==> config.mk <==
export PLATFORM = sky130hd
export DESIGN_NAME = sync_fifo_param
export DESIGN_NICKNAME = d
export VERILOG_FILES = /design/src/rtl/fifo_pkg.sv /design/src/rtl/fifo_mem.sv /design/src/rtl/sync_fifo_param.sv
export SDC_FILE = /design/constraint.sdc
export NUM_CORES = 1
export LEC_CHECK = 0
export CAP_MARGIN = 15
export CORE_ASPECT_RATIO = 0.8
export CORE_UTILIZATION = 63
export CTS_BUF_LIST = sky130_fd_sc_hd__clkbuf_4
export DETAILED_ROUTE_END_ITERATION = 10
export PLACE_DENSITY = 0.84
export SYNTH_ARGS = -nofsm -noshare
export SYNTH_HDL_FRONTEND = slang
export SYNTH_HIERARCHICAL = 1
export SYNTH_SLANG_ARGS = --single-unit
==> constraint.sdc <==
create_clock -name clk -period 9.7 [get_ports clk]
set_input_delay 2.91 -clock clk [delete_from_list [all_inputs] [get_ports clk]]
set_output_delay 2.91 -clock clk [all_outputs]
set_load 0.05 [all_outputs]
==> src/rtl/fifo_pkg.sv <==
// fifo_pkg: shared types and sizing helpers for the sync_fifo_param family.
//   ptr_w(depth) : address width for a DEPTH-entry array
//   cnt_w(depth) : occupancy/pointer width (one wrap bit above the address)
//   count_t      : occupancy type for the default 16-entry configuration
//   fifo_mode_e  : read-port mode (FIFO_STD registered read, FIFO_FWFT fall-through)
package fifo_pkg;

  typedef enum logic {
    FIFO_STD  = 1'b0,
    FIFO_FWFT = 1'b1
  } fifo_mode_e;

  function automatic int ptr_w(input int depth);
    return $clog2(depth);
  endfunction

  function automatic int cnt_w(input int depth);
    return $clog2(depth) + 1;
  endfunction

  localparam int DEF_DEPTH = 16;

  typedef logic [cnt_w(DEF_DEPTH)-1:0] count_t;

endpackage

==> src/rtl/fifo_mem.sv <==
// fifo_mem: WIDTH x DEPTH storage, one synchronous write port, one
// asynchronous (combinational) read port. Contents are never reset.
//   clk   : write clock
//   we    : write enable
//   waddr : write address
//   wdata : write data
//   raddr : read address
//   rdata : read data (combinational from raddr)
module fifo_mem import fifo_pkg::*; #(
  parameter int WIDTH = 8,
  parameter int DEPTH = 16,
  parameter int AW    = ptr_w(DEPTH)
) (
  input  logic             clk,
  input  logic             we,
  input  logic [AW-1:0]    waddr,
  input  logic [WIDTH-1:0] wdata,
  input  logic [AW-1:0]    raddr,
  output logic [WIDTH-1:0] rdata
);

  logic [WIDTH-1:0] mem [DEPTH];

  always_ff @(posedge clk) begin
    if (we) mem[waddr] <= wdata;
  end

  assign rdata = mem[raddr];

endmodule

==> src/rtl/sync_fifo_param.sv <==
// sync_fifo_param: single-clock parameterised FIFO with optional
// first-word-fall-through read port, fill count, almost-full/almost-empty
// thresholds and sticky overflow/underflow flags.
// Optional build macro FIFO_HWM_EN adds a high-water-mark register on hwm;
// without it hwm is tied to 0.
// Ports:
//   clk, res      : clock (rising edge), async active-high reset
//   wr_en, wdata  : write request / data (ignored while full)
//   rd_en         : pop request (ignored while empty)
//   flag_clr      : clears over_flow/under_flow (and reloads hwm)
//   rdata, rvalid : read data and its qualifier
//   full, empty, almost_full, almost_empty, count : occupancy status
//   over_flow, under_flow : sticky rejected-write / rejected-read flags
//   hwm           : high-water mark
module sync_fifo_param import fifo_pkg::*; #(
  parameter int WIDTH     = 8,
  parameter int DEPTH     = 16,
  parameter int PTR_WIDTH = ptr_w(DEPTH),
  parameter int AFULL_TH  = DEPTH - 2,
  parameter int AEMPTY_TH = 2,
  parameter int FWFT      = 0
) (
  input  logic                 clk,
  input  logic                 res,
  input  logic                 wr_en,
  input  logic [WIDTH-1:0]     wdata,
  input  logic                 rd_en,
  input  logic                 flag_clr,
  output logic [WIDTH-1:0]     rdata,
  output logic                 rvalid,
  output logic                 full,
  output logic                 empty,
  output logic                 almost_full,
  output logic                 almost_empty,
  output logic [PTR_WIDTH:0]   count,
  output logic                 over_flow,
  output logic                 under_flow,
  output logic [PTR_WIDTH:0]   hwm
);

  localparam fifo_mode_e MODE = (FWFT != 0) ? FIFO_FWFT : FIFO_STD;
  localparam logic [PTR_WIDTH:0] ONE   = 1;
  localparam logic [PTR_WIDTH:0] DEP_C = DEPTH[PTR_WIDTH:0];
  localparam logic [PTR_WIDTH:0] AF_C  = AFULL_TH[PTR_WIDTH:0];
  localparam logic [PTR_WIDTH:0] AE_C  = AEMPTY_TH[PTR_WIDTH:0];

  if (DEPTH < 4 || (DEPTH & (DEPTH - 1)) != 0 || PTR_WIDTH != $clog2(DEPTH) ||
      AEMPTY_TH < 0 || AEMPTY_TH >= AFULL_TH || AFULL_TH > DEPTH ||
      WIDTH < 1 || (FWFT != 0 && FWFT != 1)) begin : g_bad_cfg
    $fatal(1, "sync_fifo_param: illegal parameter set");
  end

  logic [PTR_WIDTH:0] wr_ptr, rd_ptr, wr_ptr_nxt, rd_ptr_nxt, cnt;
  logic               wr_acc, rd_acc;
  logic [WIDTH-1:0]   mem_rdata;

  // Occupancy is the pointer difference; the extra wrap bit disambiguates
  // full (DEPTH) from empty (0). Only registered pointers feed it, so no
  // flag has a combinational path from the request inputs.
  assign cnt          = wr_ptr - rd_ptr;
  assign count        = cnt;
  assign full         = (cnt == DEP_C);
  assign empty        = (cnt == '0);
  assign almost_full  = (cnt >= AF_C);
  assign almost_empty = (cnt <= AE_C);

  assign wr_acc     = wr_en & ~full;
  assign rd_acc     = rd_en & ~empty;
  assign wr_ptr_nxt = wr_acc ? wr_ptr + ONE : wr_ptr;
  assign rd_ptr_nxt = rd_acc ? rd_ptr + ONE : rd_ptr;

  always_ff @(posedge clk or posedge res) begin
    if (res) begin
      wr_ptr     <= '0;
      rd_ptr     <= '0;
      over_flow  <= 1'b0;
      under_flow <= 1'b0;
    end else begin
      wr_ptr     <= wr_ptr_nxt;
      rd_ptr     <= rd_ptr_nxt;
      // a new rejection in the clearing cycle keeps the flag set
      over_flow  <= (over_flow  & ~flag_clr) | (wr_en & full);
      under_flow <= (under_flow & ~flag_clr) | (rd_en & empty);
    end
  end

  fifo_mem #(.WIDTH(WIDTH), .DEPTH(DEPTH), .AW(PTR_WIDTH)) u_mem (
    .clk   (clk),
    .we    (wr_acc),
    .waddr (wr_ptr[PTR_WIDTH-1:0]),
    .wdata (wdata),
    .raddr (rd_ptr[PTR_WIDTH-1:0]),
    .rdata (mem_rdata)
  );

  if (MODE == FIFO_FWFT) begin : g_fwft
    // head word is always presented; rd_en only advances the pointer
    assign rdata  = mem_rdata;
    assign rvalid = ~empty;
  end else begin : g_std
    logic [WIDTH-1:0] rdata_q;
    logic             rvalid_q;
    always_ff @(posedge clk or posedge res) begin
      if (res) begin
        rdata_q  <= '0;
        rvalid_q <= 1'b0;
      end else begin
        rvalid_q <= rd_acc;
        if (rd_acc) rdata_q <= mem_rdata;
      end
    end
    assign rdata  = rdata_q;
    assign rvalid = rvalid_q;
  end

`ifdef FIFO_HWM_EN
  logic [PTR_WIDTH:0] cnt_nxt, hwm_q;
  assign cnt_nxt = wr_ptr_nxt - rd_ptr_nxt;
  always_ff @(posedge clk or posedge res) begin
    if (res)                hwm_q <= '0;
    else if (flag_clr)      hwm_q <= cnt;
    else if (cnt_nxt > hwm_q) hwm_q <= cnt_nxt;
  end
  assign hwm = hwm_q;
`else
  assign hwm = '0;
`endif

endmodule

Word-level counts from Yosys, hierarchy flattened
Memory sizes are Yosys's and may differ from the RTL's. A register that Yosys moved wholly into a read port is not among the register bits.
Cells that the tools add are included.
{"block": "word_totals", "ff_bits": 13, "ramBits": 128, "elab_cells": 26, "output_inout_bits": 25, "mem_bits_ro": 0, "latchBits": 0, "input_bits": 13, "mem_count": 1}
{"block": "op_classes", "bitwise_logic": 11, "n_eq_ne": 1, "n_lt_le_gt_ge": 2, "multipliers": 0, "muxes": 2, "n_addsub": 3, "reduce_logical": 1, "n_shift": 0, "div": 0}
{"memory": "u_mem.mem", "words": 16, "width": 8, "rd": 1, "rd_clocked_by_memory_dff": 1, "write_ports": 1, "line": "fifo_mem.sv:22", "text": "logic [WIDTH-1:0] mem [DEPTH];"}
{"operator": "adder 5 x 1 -> 5 bit, second input constant", "count": 2}
{"operator": "bitwise AND 1 bit", "count": 6}
{"operator": "== test 5 bit, second input constant", "count": 1}
{"operator": ">= comparator 5 x 4 -> 1 bit, second input constant", "count": 1}
{"operator": "less-or-equal comparator 5 x 2 -> 1 bit, second input constant", "count": 1}
{"operator": "logical NOT 5 bit", "count": 1}
{"operator": "subtractor 5 bit", "count": 1}
{"operator": "inverter 1 bit", "count": 3}
{"operator": "2-to-1 mux 1 bit", "count": 2}
{"operator": "bitwise OR 1 bit", "count": 2}

Logic depth before layout (Yosys ltp)
Gate-level depths: netlist of run 1.
{"block": "logic_depth", "ltp_word": 6, "ltp_mapped": 11, "depth_no_buf": 11}

Hierarchy
The synthesis of run 1 kept the hierarchy.
{"mod": "fifo_mem", "seq_area_each_um2": 3843.7, "area_per_inst_um2": 4987.3, "instances": 1, "cells_per_inst": 221}
{"mod": "sync_fifo_param", "seq_area_each_um2": 525.5, "area_per_inst_um2": 1157.4, "instances": 1, "cells_per_inst": 98}

Worst setup path after synthesis of run 1
Ideal clock, no wire load.
{"block": "synth_timing", "path_kind": "flip-flop to output port", "from": "register wr_ptr[0]", "to": "output port almost_empty", "t_required_ns": 6.790, "stages_incl_launch_ff": 9, "n_path_buf": 0, "slack_ns": 2.467, "t_arrival_ns": 4.323, "path_cell_list": "dfrtp_1 inv_1 ha_1 inv_1 fa_1 nand3_1 a21oi_1 nor2_1 a2111oi_0"}
{"block": "synth_between", "elab_chain_cells": 2}
{"element": "start: declaration", "line": "sync_fifo_param.sv:53", "text": "logic [PTR_WIDTH:0] wr_ptr, rd_ptr, wr_ptr_nxt, rd_ptr_nxt, cnt;"}
{"element": "start signal: assignment", "line": "sync_fifo_param.sv:79", "text": "wr_ptr <= wr_ptr_nxt;"}
{"element": "subtractor 5 bit", "line": "sync_fifo_param.sv:60", "text": "assign cnt = wr_ptr - rd_ptr;"}
{"element": "via count[4]", "line": "sync_fifo_param.sv:35", "text": "output logic [PTR_WIDTH:0] count,"}
{"element": "less-or-equal comparator 5 x 2 -> 1 bit", "line": "sync_fifo_param.sv:65", "text": "assign almost_empty = (cnt <= AE_C);"}
{"element": "end: declaration", "line": "sync_fifo_param.sv:34", "text": "output logic almost_empty,"}
The timed path passes the listed nets, and every way through them passes these cells.

Worst setup path after layout of run 1
{"block": "layout_timing", "from": "register rd_ptr[0]", "to": "output port full"}
{"block": "layout_between", "elab_chain_cells": 2}
{"element": "start: declaration", "line": "sync_fifo_param.sv:53"}
{"element": "start signal: assignment", "line": "sync_fifo_param.sv:80", "text": "rd_ptr <= rd_ptr_nxt;"}
{"element": "subtractor 5 bit", "line": "sync_fifo_param.sv:60"}
{"element": "== test 5 bit", "line": "sync_fifo_param.sv:62", "text": "assign full = (cnt == DEP_C);"}
{"element": "end: declaration", "line": "sync_fifo_param.sv:31", "text": "output logic full,"}
Every way passes these cells.

==> metrics.csv, run 1 <==
metric;value;unit
status;finished clean;
final.setup.tns;0;ns
path_depth;8;
firstDrtPassIters;5;
path_delay_family;buffers and inverters;
arrival;3.95;ns
row_count;31;
drv_cap;0;
clock-sinks;149;
syn_area;0.00614;mm2
grt_max_degree;37;
yosysSeqAreaShare;71.1;%
fin_nets;384;
design_area;0.00680;mm2
dr_wl_met2;5410;um
r2r_setup_slack;5.61;ns
p_leak;0.00236;uW
max_stage_delay;0.86;ns
postCtsSetupRepairBufs;0;
r2r_end;u_mem/mem[2][2];
synth_cell_types;41;
crit_path_end_kind;output pin;
die_w;112;um
tightest_slew;0.932;ns
port_buffers;32;
mostFrequentLayoutCells;128 x edfxtp_1, 32 x clkdlybuf4s50_1, 20 x dfrtp_1;
grt_use_total;24.4;%
yosysWarnings;6;
drtIter0Drc;284;
syn_avg_cell_area;19.3;um2
hold_viol_final;0;
finalCritPeriodShare;70.7;%
setup_viol;0;
max_clock_freq;0.146;GHz
area_growth;10.6;%
ys_seq_elements;149;
wl_met3;962;um
crit_path_start;rd_ptr[0];
n_fill_cell;559;
top_layer;met4;
path_class;reg -> out;
hold_buffers;0;
numCtsBuffers;17;
endpoint;full;
antenna_found_initial;0;
hold_path.class;reg -> reg;
start_util;66.3;%
drc_errors;0;
path_cells;buf_4, ha_1, inv_1, fa_1, nor3b_1, nand4b_1, a211oi_4, clkdlybuf4s50_1;
grt_pass1_wl;17300;um
hpwlAfterDp;7090;um
htree_levels;4;
avgViaCountPerCell;6.20;
finClkSkew;0.0149;ns
cp_num_buf_inv;3;
clock_path_buffers;2;
setup_slack;2.84;ns
p_per_area;339;mW/mm2
final_common_cell;edfxtp_1;
peakVddDrop;0.000193;V
slowest_stage;clkdlybuf4s50_1;
postRouteAntennaNets;0;
reg2regPathDepth;11;
path_clk_slew;0.13;ns
vias;3051;
pre_cts_slack;3.38;ns
drv_slew;0;
timing.rr.start;rd_ptr[0];
grt_overflow_total;0;
required;6.79;ns
drt-met1-wl;4560;um
rsz0062_at_grt;false;
post_cts_resized;0;
diodes;0;
finalPower;2300;uW
relSlewSlack;37.6;%
period_needed;6.86;ns
dpl_cell_area;0.00654;mm2
cts_root_buffer;clkbuf_4;
grt_pass1_vias;3098;
syn_inst;319;
die_h;90.3;um
routedWlPerCell;22.5;um
place_congestion;0.781;
clkLatencyLatePin;0.53;ns
dieArea;0.0102;mm2
drive_above_1_share;19.1;%
start_kind;flip-flop;
ios;38;
cts_tree;yes;
core_area;0.00927;mm2
wl;11000;um
crit_fanout;36;
## area by class of cell
| class | instances | area (um2) | share of cell area, % |
|---|---|---|---|
| multi-input cells | 147 | 1610 | 23.7 |
| flip-flops and latches | 149 | 4370 | 64.3 |
| clock buffers | 18 | 135 | 1.99 |
| well taps | 115 | 144 | 2.12 |
| repair buffers | 38 | 365 | 5.38 |
| inverters | 11 | 41.3 | 0.608 |
| clock inverters | 14 | 126 | 1.86 |
## worst min path at each step
| stage | start | endpoint | slack, ns | depth (start not counted) |
|---|---|---|---|---|
| final | wr_ptr[4] | wr_ptr[4] | 0.50 | 1 |
| after floorplan | wr_ptr[4] | wr_ptr[4] | 0.46 | 1 |
| after CTS | wr_ptr[4] | wr_ptr[4] | 0.50 | 1 |
| after detailed placement | wr_ptr[4] | wr_ptr[4] | 0.48 | 1 |
| after global routing | wr_ptr[4] | wr_ptr[4] | 0.51 | 1 |
| after global placement | wr_ptr[4] | wr_ptr[4] | 0.48 | 1 |
## worst reg2reg max path: cells and delay by family (launching register included)
kind                       cells  cell delay [ns]
and+or+nand+nor                4             1.60
AOI/OAI and AO/OA              1             0.12
DFF                            1             0.35
xor gates and xnor gates       1             0.26
adders and majority gates      2             0.72
buffers and inverters          3             0.67
## cell families after synthesis
kind of cell,count (synthesis),synth area share [%]
muxes,42,14.5
AOI/OAI and AO/OA,26,3.56
buffers and inverters,27,2.87
adders and majority gates,7,1.55
xor gates and xnor gates,11,1.69
other,1,0.0610
and+or+nand+nor,56,4.68
DFF,149,71.1
## flip-flops by register name (all words and copies together), names as in the netlist
name / flops
rd_ptr: 5
over_flow: 1
wr_ptr: 5
u_mem/mem: 128
rvalid: 1
rdata: 8
under_flow: 1
## Yosys cell counts
| cell | n | area [um2] |
|---|---|---|
| a2bb2o_4 | 1 | 20.0 |
| nor3_1 | 5 | 25.0 |
| mux4_2 | 18 | 405 |
| a31o_2 | 1 | 8.76 |
| inv_1 | 11 | 41.3 |
| nor2_1 | 16 | 60.1 |
| ha_1 | 6 | 75.1 |
| buf_2 | 3 | 15.0 |
| xnor2_1 | 5 | 43.8 |
| nand4b_1 | 1 | 8.76 |
| mux2_4 | 1 | 15.0 |
| nand2_2 | 1 | 6.26 |
| and3_1 | 3 | 18.8 |
| or3b_2 | 1 | 8.76 |
| nand3b_1 | 4 | 30.0 |
| xor2_2 | 1 | 16.3 |
| and2_1 | 1 | 6.26 |
| a2111oi_0 | 1 | 8.76 |
| edfxtp_1 | 128 | 3840 |
| buf_6 | 4 | 45.0 |
| buf_4 | 6 | 45.0 |
| nor3b_1 | 1 | 7.51 |
| nand4_1 | 1 | 6.26 |
| conb_1 | 1 | 3.75 |
| clkdlybuf4s25_2 | 3 | 30.0 |
| and2b_1 | 1 | 7.51 |
| a22oi_1 | 16 | 120 |
| fa_1 | 1 | 20.0 |
| mux4_1 | 14 | 368 |
| a21oi_1 | 3 | 15.0 |
| nand2b_4 | 1 | 13.8 |
| xor2_1 | 5 | 43.8 |
| nand2b_1 | 2 | 12.5 |
| nand3_1 | 5 | 25.0 |
| nor2b_1 | 1 | 6.26 |
| mux2_2 | 9 | 101 |
| a22o_1 | 2 | 17.5 |
| dfrtp_1 | 21 | 526 |
| a211o_1 | 1 | 8.76 |
| nand2_1 | 12 | 45.0 |
| a211oi_4 | 1 | 20.0 |
## power by group
part | switching, uW | leakage, uW | internal [uW]
registers | 58.5 | 0.00141 | 802
clock network | 222 | 0.000140 | 132
logic | 664 | 0.000814 | 423
## per-stage QoR
stage / utilization [%] / cells / hold slack (ns)
after floorplan: - / 323 / 0.460
after global placement: 70.5 / 460 / 0.476
after detailed placement: 70.5 / 460 / 0.485
after CTS: 73.3 / 492 / 0.504
after global routing: 73.3 / 492 / 0.514
final: 73.3 / 492 / 0.503
## metal layers
metal | track usage (%) | up-vias
met2 | 37.4 | 139
met4 | 9.11 | 0
li1 | - | 1364
met1 | 34.4 | 1540
met3 | 6.31 | 8
met5 | 0 | -
(Power assumes the default switching activity.)
==> inputs of run 2 (changes only) <==
--- a/config.mk
+++ b/config.mk
@@ -7,10 +7,10 @@
 export LEC_CHECK = 0
 export CAP_MARGIN = 15
 export CORE_ASPECT_RATIO = 0.8
-export CORE_UTILIZATION = 63
+export CORE_UTILIZATION = 55
 export CTS_BUF_LIST = sky130_fd_sc_hd__clkbuf_4
 export DETAILED_ROUTE_END_ITERATION = 10
-export PLACE_DENSITY = 0.84
+export PLACE_DENSITY = 0.78
 export SYNTH_ARGS = -nofsm -noshare
 export SYNTH_HDL_FRONTEND = slang
 export SYNTH_HIERARCHICAL = 1
==> constraint.sdc (replaced) <==
create_clock -name clk -period 6.1 [get_ports clk]
set_input_delay 1.83 -clock clk [delete_from_list [all_inputs] [get_ports clk]]
set_output_delay 1.83 -clock clk [all_outputs]
set_load 0.05 [all_outputs]
==> metrics.csv, run 2 (same netlist as run 1, synthesis figures left out) <==
metric;value;unit
slowest_stage;clkdlybuf4s50_1;
routedWlPerCell;23.2;um
grt_pass1_vias;3188;
antenna_found_initial;0;
die_h;96.5;um
rsz0062_at_grt;false;
design_area;0.00690;mm2
core_area;0.0109;mm2
die_w;120;um
required;4.27;ns
hold_buffers;0;
status;finished clean;
hold_path_end;wr_ptr[4];
hold_viol_final;0;
path_cells;inv_1, ha_1, inv_1, fa_1, nand3_1, a21oi_1, nor2_1, a2111oi_1, clkdlybuf4s50_1;
dpl_cell_area;0.00657;mm2
diodes;0;
mostFrequentLayoutCells;128 x edfxtp_1, 32 x clkdlybuf4s50_1, 20 x dfrtp_1;
hold_path.class;reg -> reg;
largest_reg_flops;128;
cts_tree;yes;
drv_slew;0;
firstDrtPassIters;5;
final_common_cell;edfxtp_1;
utilization;63.4;%
path_clk_slew;0.13;ns
max_stage_delay;0.92;ns
dieArea;0.0116;mm2
hold_depth;1;
setup_slack;0.330;ns
max_clock_freq;0.173;GHz
vias;3154;
drc_errors;0;
drtIter0Drc;333;
drive_above_1_share;19.5;%
tightest_slew;1.17;ns
p_per_area;557;mW/mm2
numCtsBuffers;17;
timing.rr.start;wr_ptr[0];
start_kind;flip-flop;
place_congestion;0.868;
postCtsSetupRepairBufs;0;
drv_cap;0;
crit_fanout;11;
top_register;u_mem/mem;
n_fill_cell;758;
clock_path_buffers;2;
hpwlAfterDp;7570;um
setup_viol;0;
postRouteAntennaNets;0;
post_cts_resized;0;
worstHoldStart;wr_ptr[4];
grt_max_degree;36;
path_common_cell;inv_1;
grt_overflow_total;0;
r2r_end;u_mem/mem[3][4];
wl;12000;um
htree_levels;4;
grt_pass1_wl;18600;um
grt_use_total;23.4;%
start_util;56.4;%
finalCritPeriodShare;94.6;%
row_count;34;
arrival;3.94;ns
p_leak;0.00239;uW
port_buffers;32;
pre_cts_slack;1.02;ns
clock-sinks;149;
final.setup.tns;0;ns
avgViaCountPerCell;6.09;
peakVddDrop;0.000421;V
cts_root_buffer;clkbuf_4;
area_growth;12.3;%
clkLatencyLatePin;0.54;ns
period_needed;5.77;ns
r2r_setup_slack;2.16;ns
path_class;reg -> out;
ios;38;
relSlewSlack;21.9;%
crit_path_end_kind;output pin;
reg2regPathDepth;11;
fin_nets;381;
finClkSkew;0.0201;ns
-- run 2: cell count changes in the layout (fill, tap and decap cells not counted), moves of 2 or more --
cell        delta
bufinv_16      +3
nor3_1         -3
nor3_2         +3
buf_4          -3
clkinvlp_4     -2
clkinv_2       -2
-- run 2: final cells by class --
cell class,instances,area (um2),area share (%)
clock buffers,19,143,2.07
clock inverters,13,194,2.81
inverters,11,41.3,0.598
multi-input cells,147,1630,23.6
flip-flops and latches,149,4370,63.3
well taps,144,180,2.61
repair buffers,35,343,4.97
-- run 2: report_power, final --
group	leakage [uW]	internal [uW]	total, uW	switching [uW]
clock network	0.000180	341	698	357
registers	0.00141	1280	1380	102
logic	0.000802	672	1770	1100
-- run 2: critical path, delay by kind of cell, from the launching register on --
kind	cells	cell delay (ns)
simple gates	2	0.33
fa+ha+maj	2	0.47
buf+inv	3	1.09
compound gates	2	0.92
flops	1	0.62
-- run 2: through the flow --
step / total power, uW / cells / hold WS [ns]
6_report: 3840 / 518 / 0.502
5_1_grt: 4020 / 518 / 0.527
4_1_cts: 3850 / 518 / 0.508
3_5_place_dp: 3150 / 486 / 0.490
3_3_place_gp: 3100 / 486 / 0.473
2_1_floorplan: 2670 / 323 / 0.460
-- run 2: routing by layer --
layer | GRT usage (%) | vias up | wire length [um] | part of all wire (%)
met2 | 34.7 | 164 | 5560 | 46
met5 | 0 | - | 0 | 0
met1 | 31.9 | 1605 | 5030 | 42
li1 | - | 1364 | - | -
met4 | 10.9 | 0 | 187 | 1.6
met3 | 7.51 | 21 | 1240 | 10
-- run 2: worst max path at each step --
| stage | slack, ns | end | depth (start not counted) | from |
|---|---|---|---|---|
| global placement | 1.26 | full | 8 | wr_ptr[0] |
| detailed placement | 1.02 | almost_empty | 9 | wr_ptr[0] |
| finish | 0.33 | almost_empty | 9 | wr_ptr[0] |
| CTS | 0.37 | almost_empty | 9 | wr_ptr[0] |
| floorplan | 0.61 | almost_empty | 8 | wr_ptr[0] |
| global route | 0.13 | almost_empty | 9 | wr_ptr[0] |
==> inputs of run 3 (changes only) <==
--- a/config.mk
+++ b/config.mk
@@ -5,12 +5,13 @@
 export SDC_FILE = /design/constraint.sdc
 export NUM_CORES = 1
 export LEC_CHECK = 0
-export CAP_MARGIN = 15
+export CAP_MARGIN = 30
 export CORE_ASPECT_RATIO = 0.8
 export CORE_UTILIZATION = 55
 export CTS_BUF_LIST = sky130_fd_sc_hd__clkbuf_4
 export DETAILED_ROUTE_END_ITERATION = 10
 export PLACE_DENSITY = 0.78
+export SKIP_LAST_GASP = 1
 export SYNTH_ARGS = -nofsm -noshare
 export SYNTH_HDL_FRONTEND = slang
 export SYNTH_HIERARCHICAL = 1
==> metrics.csv, run 3 (same netlist as run 1, synthesis figures left out) <==
metric;value;unit
area_growth;12.0;%
utilization;63.2;%
relSlewSlack;36.5;%
vias;3120;
final.setup.tns;0;ns
row_count;34;
grt_overflow_total;0;
crit_path_end_kind;output pin;
finClkSkew;0.0239;ns
clock_path_buffers;2;
diodes;0;
routedWlPerCell;23.0;um
firstDrtPassIters;5;
mostFrequentLayoutCells;128 x edfxtp_1, 32 x clkdlybuf4s50_1, 20 x dfrtp_1;
postCtsSetupRepairBufs;0;
rsz0062_at_grt;false;
grt_pass1_vias;3089;
drv_cap;0;
drtIter0Drc;332;
p_per_area;543;mW/mm2
drc_errors;0;
grt_use_total;22.8;%
top_register;u_mem/mem;
wl;12000;um
max_clock_freq;0.175;GHz
period_needed;5.71;ns
status;finished clean;
grt_pass1_wl;18100;um
path_class;reg -> out;
drive_above_1_share;19.6;%
crit_fanout;11;
hold_viol_final;0;
peakVddDrop;0.000371;V
core_area;0.0109;mm2
finalCritPeriodShare;93.6;%
clkLatencyLatePin;0.54;ns
start_util;56.4;%
cts_root_buffer;clkbuf_4;
post_cts_resized;0;
dieArea;0.0116;mm2
largest_reg_flops;128;
hpwlAfterDp;7800;um
start_kind;flip-flop;
htree_levels;4;
antenna_found_initial;0;
path_cells;inv_1, ha_1, inv_1, fa_1, nand3_1, a21oi_1, nor2_1, a2111oi_1, clkdlybuf4s50_1;
path_clk_slew;0.13;ns
slowest_stage;clkdlybuf4s50_1;
ios;38;
cts_tree;yes;
pre_cts_slack;1.02;ns
avgViaCountPerCell;5.99;
place_congestion;0.868;
clock-sinks;149;
path_common_cell;inv_1;
fin_nets;384;
arrival;3.88;ns
setup_slack;0.389;ns
grt_max_degree;36;
hold_path.class;reg -> reg;
tightest_slew;0.950;ns
die_h;96.5;um
final_common_cell;edfxtp_1;
numCtsBuffers;17;
drv_slew;0;
p_leak;0.00238;uW
required;4.27;ns
postRouteAntennaNets;0;
timing.hold.ws;0.499;ns
die_w;120;um
hold_buffers;0;
port_buffers;32;
max_stage_delay;0.91;ns
setup_viol;0;
[run 3: cell count changes in the layout (fill, tap and decap cells not counted), sizes merged]
cell,change
bufinv,-2
inv,+1
clkinvlp,+2
buf,+3
clkbuf,-1
[run 3: power by group]
part | switching, uW | total, uW | internal, uW
Combinational | 1080 | 1760 | 676
Sequential | 102 | 1380 | 1280
Clock | 354 | 605 | 251
[run 3: path summary, 6_finish.rpt]
check	start	end	slack (ns)	depth (start not counted)
setup / recovery	wr_ptr[0]	almost_empty	0.39	9
hold / removal	wr_ptr[4]	wr_ptr[4]	0.50	1
setup reg to reg	wr_ptr[0]	u_mem/mem[3][1]	2.18	11
hold reg to reg	wr_ptr[4]	wr_ptr[4]	0.50	1
max in group asynchronous	res	rd_ptr[0]	3.77	2
min in group asynchronous	res	wr_ptr[3]	1.76	2
[run 3: area by class of cell]
class / count / area [um2]
clock buffers: 18 / 135
clock inverters: 14 / 148
fillers: 755 / 4010
inverters: 11 / 41.3
multi-input cells: 147 / 1630
flip-flops and latches: 149 / 4370
well taps: 144 / 180
repair buffers: 38 / 377
[run 3: per-layer routing]
| metal | part of all wire [%] | wire length [um] | vias to the layer above | global-route usage (%) |
|---|---|---|---|---|
| li1 | - | - | 1371 | - |
| met1 | 43 | 5120 | 1571 | 32.2 |
| met2 | 47 | 5560 | 150 | 34.3 |
| met3 | 8.8 | 1060 | 28 | 6.81 |
| met4 | 1.8 | 215 | 0 | 7.60 |
| met5 | 0 | 0 | - | 0 |
[run 3: critical path: cells and delay by family, from the launching register on]
| kind | cells | cell delay [ns] |
|---|---|---|
| buf+inv | 3 | 1.07 |
| compound gates | 2 | 0.90 |
| flops | 1 | 0.61 |
| fa+ha+maj | 2 | 0.48 |
| simple gates | 2 | 0.29 |
[run 3: metrics by stage]
| stage | std cells | power (uW) | instance area [um2] |
|---|---|---|---|
| final | 521 | 3740 | 6880 |
| after global routing | 521 | 3900 | 6880 |
| after CTS | 521 | 3760 | 6880 |
| after detailed placement | 489 | 3160 | 6600 |
| after global placement | 486 | 3100 | 6570 |
| after floorplan | 323 | 2670 | 6160 |
==> RTL change 1: new RTL, settings of run 2 <==
Register the output `count`, cleared by the reset; this adds one clock of latency there. The other outputs are not delayed to match.
--- a/src/rtl/sync_fifo_param.sv
+++ b/src/rtl/sync_fifo_param.sv
@@ -58,7 +58,13 @@
   // full (DEPTH) from empty (0). Only registered pointers feed it, so no
   // flag has a combinational path from the request inputs.
   assign cnt          = wr_ptr - rd_ptr;
-  assign count        = cnt;
+  always_ff @(posedge clk or posedge res) begin
+    if (res) begin
+      count <= '0;
+    end else begin
+      count <= cnt;
+    end
+  end
   assign full         = (cnt == DEP_C);
   assign empty        = (cnt == '0);
   assign almost_full  = (cnt >= AF_C);
Formal check against the unedited RTL: not equivalent (Yosys sat finds a counterexample within 4 cycles, from zero or initial values).
==> RTL change 1 against run 2 <==
  * Register-to-register slack improved by 0.22 ns
  * Power down 9.3%
  * Largest cell class unchanged
  * Routed wire length decreased by 0.30%
  * Non-clock buffer count increased by 2
  * Design area grew 0.94%
  * Synthesized cell count grew 1.9%
  * Clock power fell by 26%
  * Sequential cell count rose by 5
  * Highest routed layer unchanged
  * Worst setup slack better by 0.45 ns
  * Critical path type unchanged
  * Critical endpoint unchanged
  * Hold slack better by 0.024 ns
  * Synthesized area up 2.9%
  * Sequential power increased by 4%
==> RTL change 1: results (changes against run 2) <==
- The total length of routed met2 wires is 5813 µm (+4.5%).
- The global-route wire length before repair is 18200 µm (-2.1%).
- The worst setup slack before clock tree synthesis was 1.362 ns (+0.3467 ns).
- The number of buffers outside the clock class in the layout is 37 (+5.7%).
- The cell count after placement was 494 (+1.6%).
- The final core utilization is 63.23% (-0.14 points).
- The total met3 wirelength after detailed routing is 895 µm (-28%).
- The routability congestion estimate is 0.7521 (-13%).
- The delay contributed by the slowest stage of the critical path came to 0.87 ns (-0.05 ns).
- The slew at the pin closest to its max-slew limit is 1.000 ns (-0.1666 ns).
- The number of nets in the finished design is 389 (+2.1%).
- The initial DRC count came to 294 (-12%).
- The via count of the first global-routing pass is 3150 (-1.2%).
- The detailed placer's ending HPWL is 7823 µm (+3.3%).
- The worst hold-check slack came to 0.5258 ns (+0.02433 ns).
- The number of unique standard cell types used by synthesis is 42 (+2.4%).
- The proportion of cell area spent on the clock network came to 3.179% (-1.7 points).
- The fill cell total of the finished layout is 767 (+1.2%).
- The total chip power is 3485 µW (-9.3%).
- The sequential element share of the synthesized area is 71.06% (about the same).
- The worst path arrival time came to 3.49 ns (-0.45 ns).
- The area of all sequential standard cells was 0.004496 mm² (+2.9%).
- The clock-pin slew on the worst setup and hold paths came to 0.11 ns (-0.02 ns).
- The post-route clock skew came to 0.01455 ns (-0.005565 ns).
- The gate count after technology mapping was 325 (+1.9%).
- The largest vdd supply drop is 274.4 µV (-35%).
- The global-route met3 utilization was 7.185% (-0.33 points).
- Counting instances in the post-synthesis netlist gives the leading cell types as 128 x sky130_fd_sc_hd__edfxtp_1, 26 x sky130_fd_sc_hd__dfrtp_1, 18 x sky130_fd_sc_hd__mux4_2, 17 x sky130_fd_sc_hd__nor2_1, 16 x sky130_fd_sc_hd__a22oi_1.
- The flow ran to the end, and the final reports show no timing, DRC or antenna violations.
- The share of synthesized flip-flops with an asynchronous set or reset is 16.88% (+2.8 points).
[RTL change 1: cell types whose count changed after synthesis, moves of 2 or more]
cell	delta
sky130_fd_sc_hd__mux2_2	-8
sky130_fd_sc_hd__mux2_4	+8
sky130_fd_sc_hd__dfrtp_1	+5
sky130_fd_sc_hd__nor3_2	+2
[RTL change 1: worst max-delay path by stage]
stage	from	endpoint	slack, ns	cells past startpoint
4_1_cts	wr_ptr[0]$_DFFE_PP0P_	almost_empty	0.75	9
3_5_place_dp	wr_ptr[0]$_DFFE_PP0P_	almost_empty	1.36	9
5_1_grt	wr_ptr[0]$_DFFE_PP0P_	almost_empty	0.50	9
2_1_floorplan	wr_ptr[0]$_DFFE_PP0P_	almost_empty	0.26	8
3_3_place_gp	wr_ptr[0]$_DFFE_PP0P_	almost_empty	1.43	9
6_report	wr_ptr[0]$_DFFE_PP0P_	almost_empty	0.78	9
==> RTL change 2: new RTL, config.mk and constraints of run 2 <==
Without the edit above. `DEPTH` is set to 16 in 2 places; all go to 32.
--- a/src/rtl/fifo_mem.sv
+++ b/src/rtl/fifo_mem.sv
@@ -8,7 +8,7 @@
 //   rdata : read data (combinational from raddr)
 module fifo_mem import fifo_pkg::*; #(
   parameter int WIDTH = 8,
-  parameter int DEPTH = 16,
+  parameter int DEPTH = 32,
   parameter int AW    = ptr_w(DEPTH)
 ) (
   input  logic             clk,
--- a/src/rtl/sync_fifo_param.sv
+++ b/src/rtl/sync_fifo_param.sv
@@ -14,7 +14,7 @@
 //   hwm           : high-water mark
 module sync_fifo_param import fifo_pkg::*; #(
   parameter int WIDTH     = 8,
-  parameter int DEPTH     = 16,
+  parameter int DEPTH     = 32,
   parameter int PTR_WIDTH = ptr_w(DEPTH),
   parameter int AFULL_TH  = DEPTH - 2,
   parameter int AEMPTY_TH = 2,
Ports: changed (resized count and hwm); port bits go from 38 to 40. No check against the original RTL was run, so the function may have changed too.
==> RTL change 2 against run 2 <==
  * Worst setup slack worse by 0.086 ns
  * Power grew 77%
  * Combinational power up 55%
  * Sequential cell count grew 130
  * Routed wire length is 89% higher
  * Cell count up 81%
  * First-iteration DRC count increased by 52%
  * Design area is 86% higher
  * Clock power is 130% higher
  * Count of clock-buffer cells in the layout up 82
  * Clock skew increased by 0.014 ns
  * Synthesized area is 84% higher
  * Critical path depth decreased by 2
==> RTL change 2: results (changes against run 2) <==
- The average via count per standard cell is 6.065 (-0.39%).
- The leakage power is 0.004327 µW (+81%).
- The via count of the first global-routing pass was 5740 (+80%).
- The worst path arrival time is 4.03 ns (+0.09 ns).
- After synthesis, the cell types taking the most area are sky130_fd_sc_hd__edfxtp_1 68%, sky130_fd_sc_hd__mux4_2 16%, sky130_fd_sc_hd__dfrtp_1 5.1%.
- The buffer count from post-CTS setup fixing is 0 (unchanged).
- The share of synthesized flip-flops with an asynchronous set or reset came to 8.244% (-5.9 points).
- The flow ran to the end, and the final reports show no timing, DRC or antenna violations.
- The global routing usage summed across all routing layers was 22.71% (-0.64 points).
- The flip-flop count of the largest register, all copies and words added is 256 (+100%).
- The first-pass iteration count of the detailed router came to 5 (unchanged).
- The largest fanout on the critical path is 20 (+9).
- The global-route wire length before repair was 34160 µm (+84%).
- The total clock buffers created by CTS came to 67 (+50).
- The path class of the tightest hold or removal check is reg2reg.
- The average routed wire per standard cell is 24.17 µm (+4.2%).
- The ratio of cells with drive above 1 in the final layout is 33.68% (+14 points).
- The clock-pin slew on the worst setup and hold paths is 0.06 ns (-0.07 ns).
- The antenna diode instance count was 0 (unchanged).
- The initial antenna violation count is 0 (unchanged).
- The number of unique standard cell types used by synthesis is 45 (+9.8%).
- The detailed placer's ending HPWL was 14050 µm (+85%).
- The initial DRC count is 505 (+52%).
- The clock latency of the later-clocked register in the worst-skew pair was 0.67 ns (+0.13 ns).
- The worst slew margin relative to its limit is 23.91% (+2.0 points).
- The routability congestion estimate was 0.9278 (+6.8%).
- The sequential element share of the synthesized area is 73.26% (+2.2 points).
- The largest vdd supply drop was 550.8 µV (+31%).
- The worst setup slack for register-to-register paths is 1.97 ns (-0.19 ns).
- In this run the clock root is driven by a sky130_fd_sc_hd__clkbuf_4.
- The number of nets in the finished design is 644 (+69%).
- The post-route clock skew came to 0.03418 ns (+0.01407 ns).
- The delay contributed by the slowest stage of the critical path is 0.88 ns (-0.04 ns).
- The internal portion of total power is 4343 µW (+90%).
- The hold buffer count at cts is 0 (unchanged).
- The most used flip-flop cell after synthesis is sky130_fd_sc_hd__edfxtp_1.
- The number of warning messages in the yosys log is 6 (unchanged).
- The most flop-heavy register is u_mem/mem.
- The maximum number of buffers from clock root to sink is 3 (+1).
- The largest net degree at the start of global routing was 66 (+83%).
- The fill cell total of the finished layout was 1318 (+74%).
- The count of flip-flops with a built-in enable after synthesis is 256 (+100%).
- For this design, the slowest cell found on the critical path is sky130_fd_sc_hd__clkdlybuf4s50_1.
- The post-cts sizing count is 0 (unchanged).
- In the synthesized netlist, the cells that appear most often are 256 x sky130_fd_sc_hd__edfxtp_1, 80 x sky130_fd_sc_hd__mux4_2, 41 x sky130_fd_sc_hd__nor2_1, 23 x sky130_fd_sc_hd__dfrtp_1, 14 x sky130_fd_sc_hd__inv_1.
- In this design, the largest share of critical-path delay is due to buffers and inverters.
- The count of port buffers added during placement is 33 (+3.1%).
- The H-tree level count is 3 (-1).
-- RTL change 2: cell types whose count changed in the layout (fill, tap and decap cells not counted), moves of 14 or more --
cell,before,now
sky130_fd_sc_hd__a22oi_1,16,0
sky130_fd_sc_hd__clkbuf_4,19,101
sky130_fd_sc_hd__mux4_1,14,0
sky130_fd_sc_hd__edfxtp_1,128,256
sky130_fd_sc_hd__nor2_1,16,41
sky130_fd_sc_hd__mux4_2,18,80
-- RTL change 2: final timing paths --
kind / from / endpoint / cells past startpoint
min in group asynchronous: res / rvalid$_DFF_PP0_ / 2
min: rd_ptr[5]$_DFFE_PP0P_ / rd_ptr[5]$_DFFE_PP0P_ / 1
max reg2reg: rd_ptr[4]$_DFFE_PP0P_ / u_mem/mem[20][1]$_DFFE_PP_ / 11
min reg2reg: rd_ptr[5]$_DFFE_PP0P_ / rd_ptr[5]$_DFFE_PP0P_ / 1
max: rd_ptr[0]$_DFFE_PP0P_ / empty / 7
max in group asynchronous: res / rd_ptr[0]$_DFFE_PP0P_ / 2
-- RTL change 2: final cells by class --
| type | instances | area share (%) |
|---|---|---|
| multi-input combinational | 218 | 21.87 |
| timing repair buffer | 43 | 3.794 |
| inverter | 14 | 0.4086 |
| clock inverter | 19 | 1.177 |
| clock buffer | 101 | 5.896 |
| tap | 264 | 2.568 |
| sequential | 279 | 64.29 |
-- RTL change 2: power groups by stage --
stage / combinational [µW] / clock, µW / sequential [µW]
3_5_place_dp: 2710 / 0 / 2490
3_3_place_gp: 2660 / 0 / 2480
5_1_grt: 2890 / 1710 / 2470
6_report: 2750 / 1590 / 2450
4_1_cts: 2730 / 1620 / 2460
2_1_floorplan: 1920 / 0 / 2530
-- RTL change 2: kinds of logic after synthesis --
family	after synthesis	synth area share, %
AOI/OAI and AO/OA	17	1.365
xor gates and xnor gates	14	1.087
adders and majority gates	8	0.9539
buffers and inverters	42	1.974
DFF	279	73.26
muxes	98	18.00
other	1	0.03325
and+or+nand+nor	75	3.328
-- RTL change 2: metrics by stage --
| step | cell area, µm² | std cells | power (µW) | setup slack [ns] | hold WS [ns] |
|---|---|---|---|---|---|
| after detailed placement | 11820 | 812 | 5208 | 0.8339 | 0.4909 |
| after global placement | 11820 | 812 | 5138 | 0.9957 | 0.4762 |
| final | 12860 | 938 | 6791 | 0.2441 | 0.4989 |
| after CTS | 12730 | 932 | 6808 | 0.1271 | 0.5009 |
| after floorplan | 11300 | 539 | 4444 | 1.200 | 0.4604 |
| after global routing | 12860 | 938 | 7079 | 0.01486 | 0.5047 |
-- RTL change 2: layer usage --
metal	vias to the layer above	global-route usage, %	wire, µm
met3	37	6.802	2306
met1	2935	31.61	9171
met4	0	8.269	442
met5	-	0	0
li1	2413	-	-
met2	304	34.56	10750
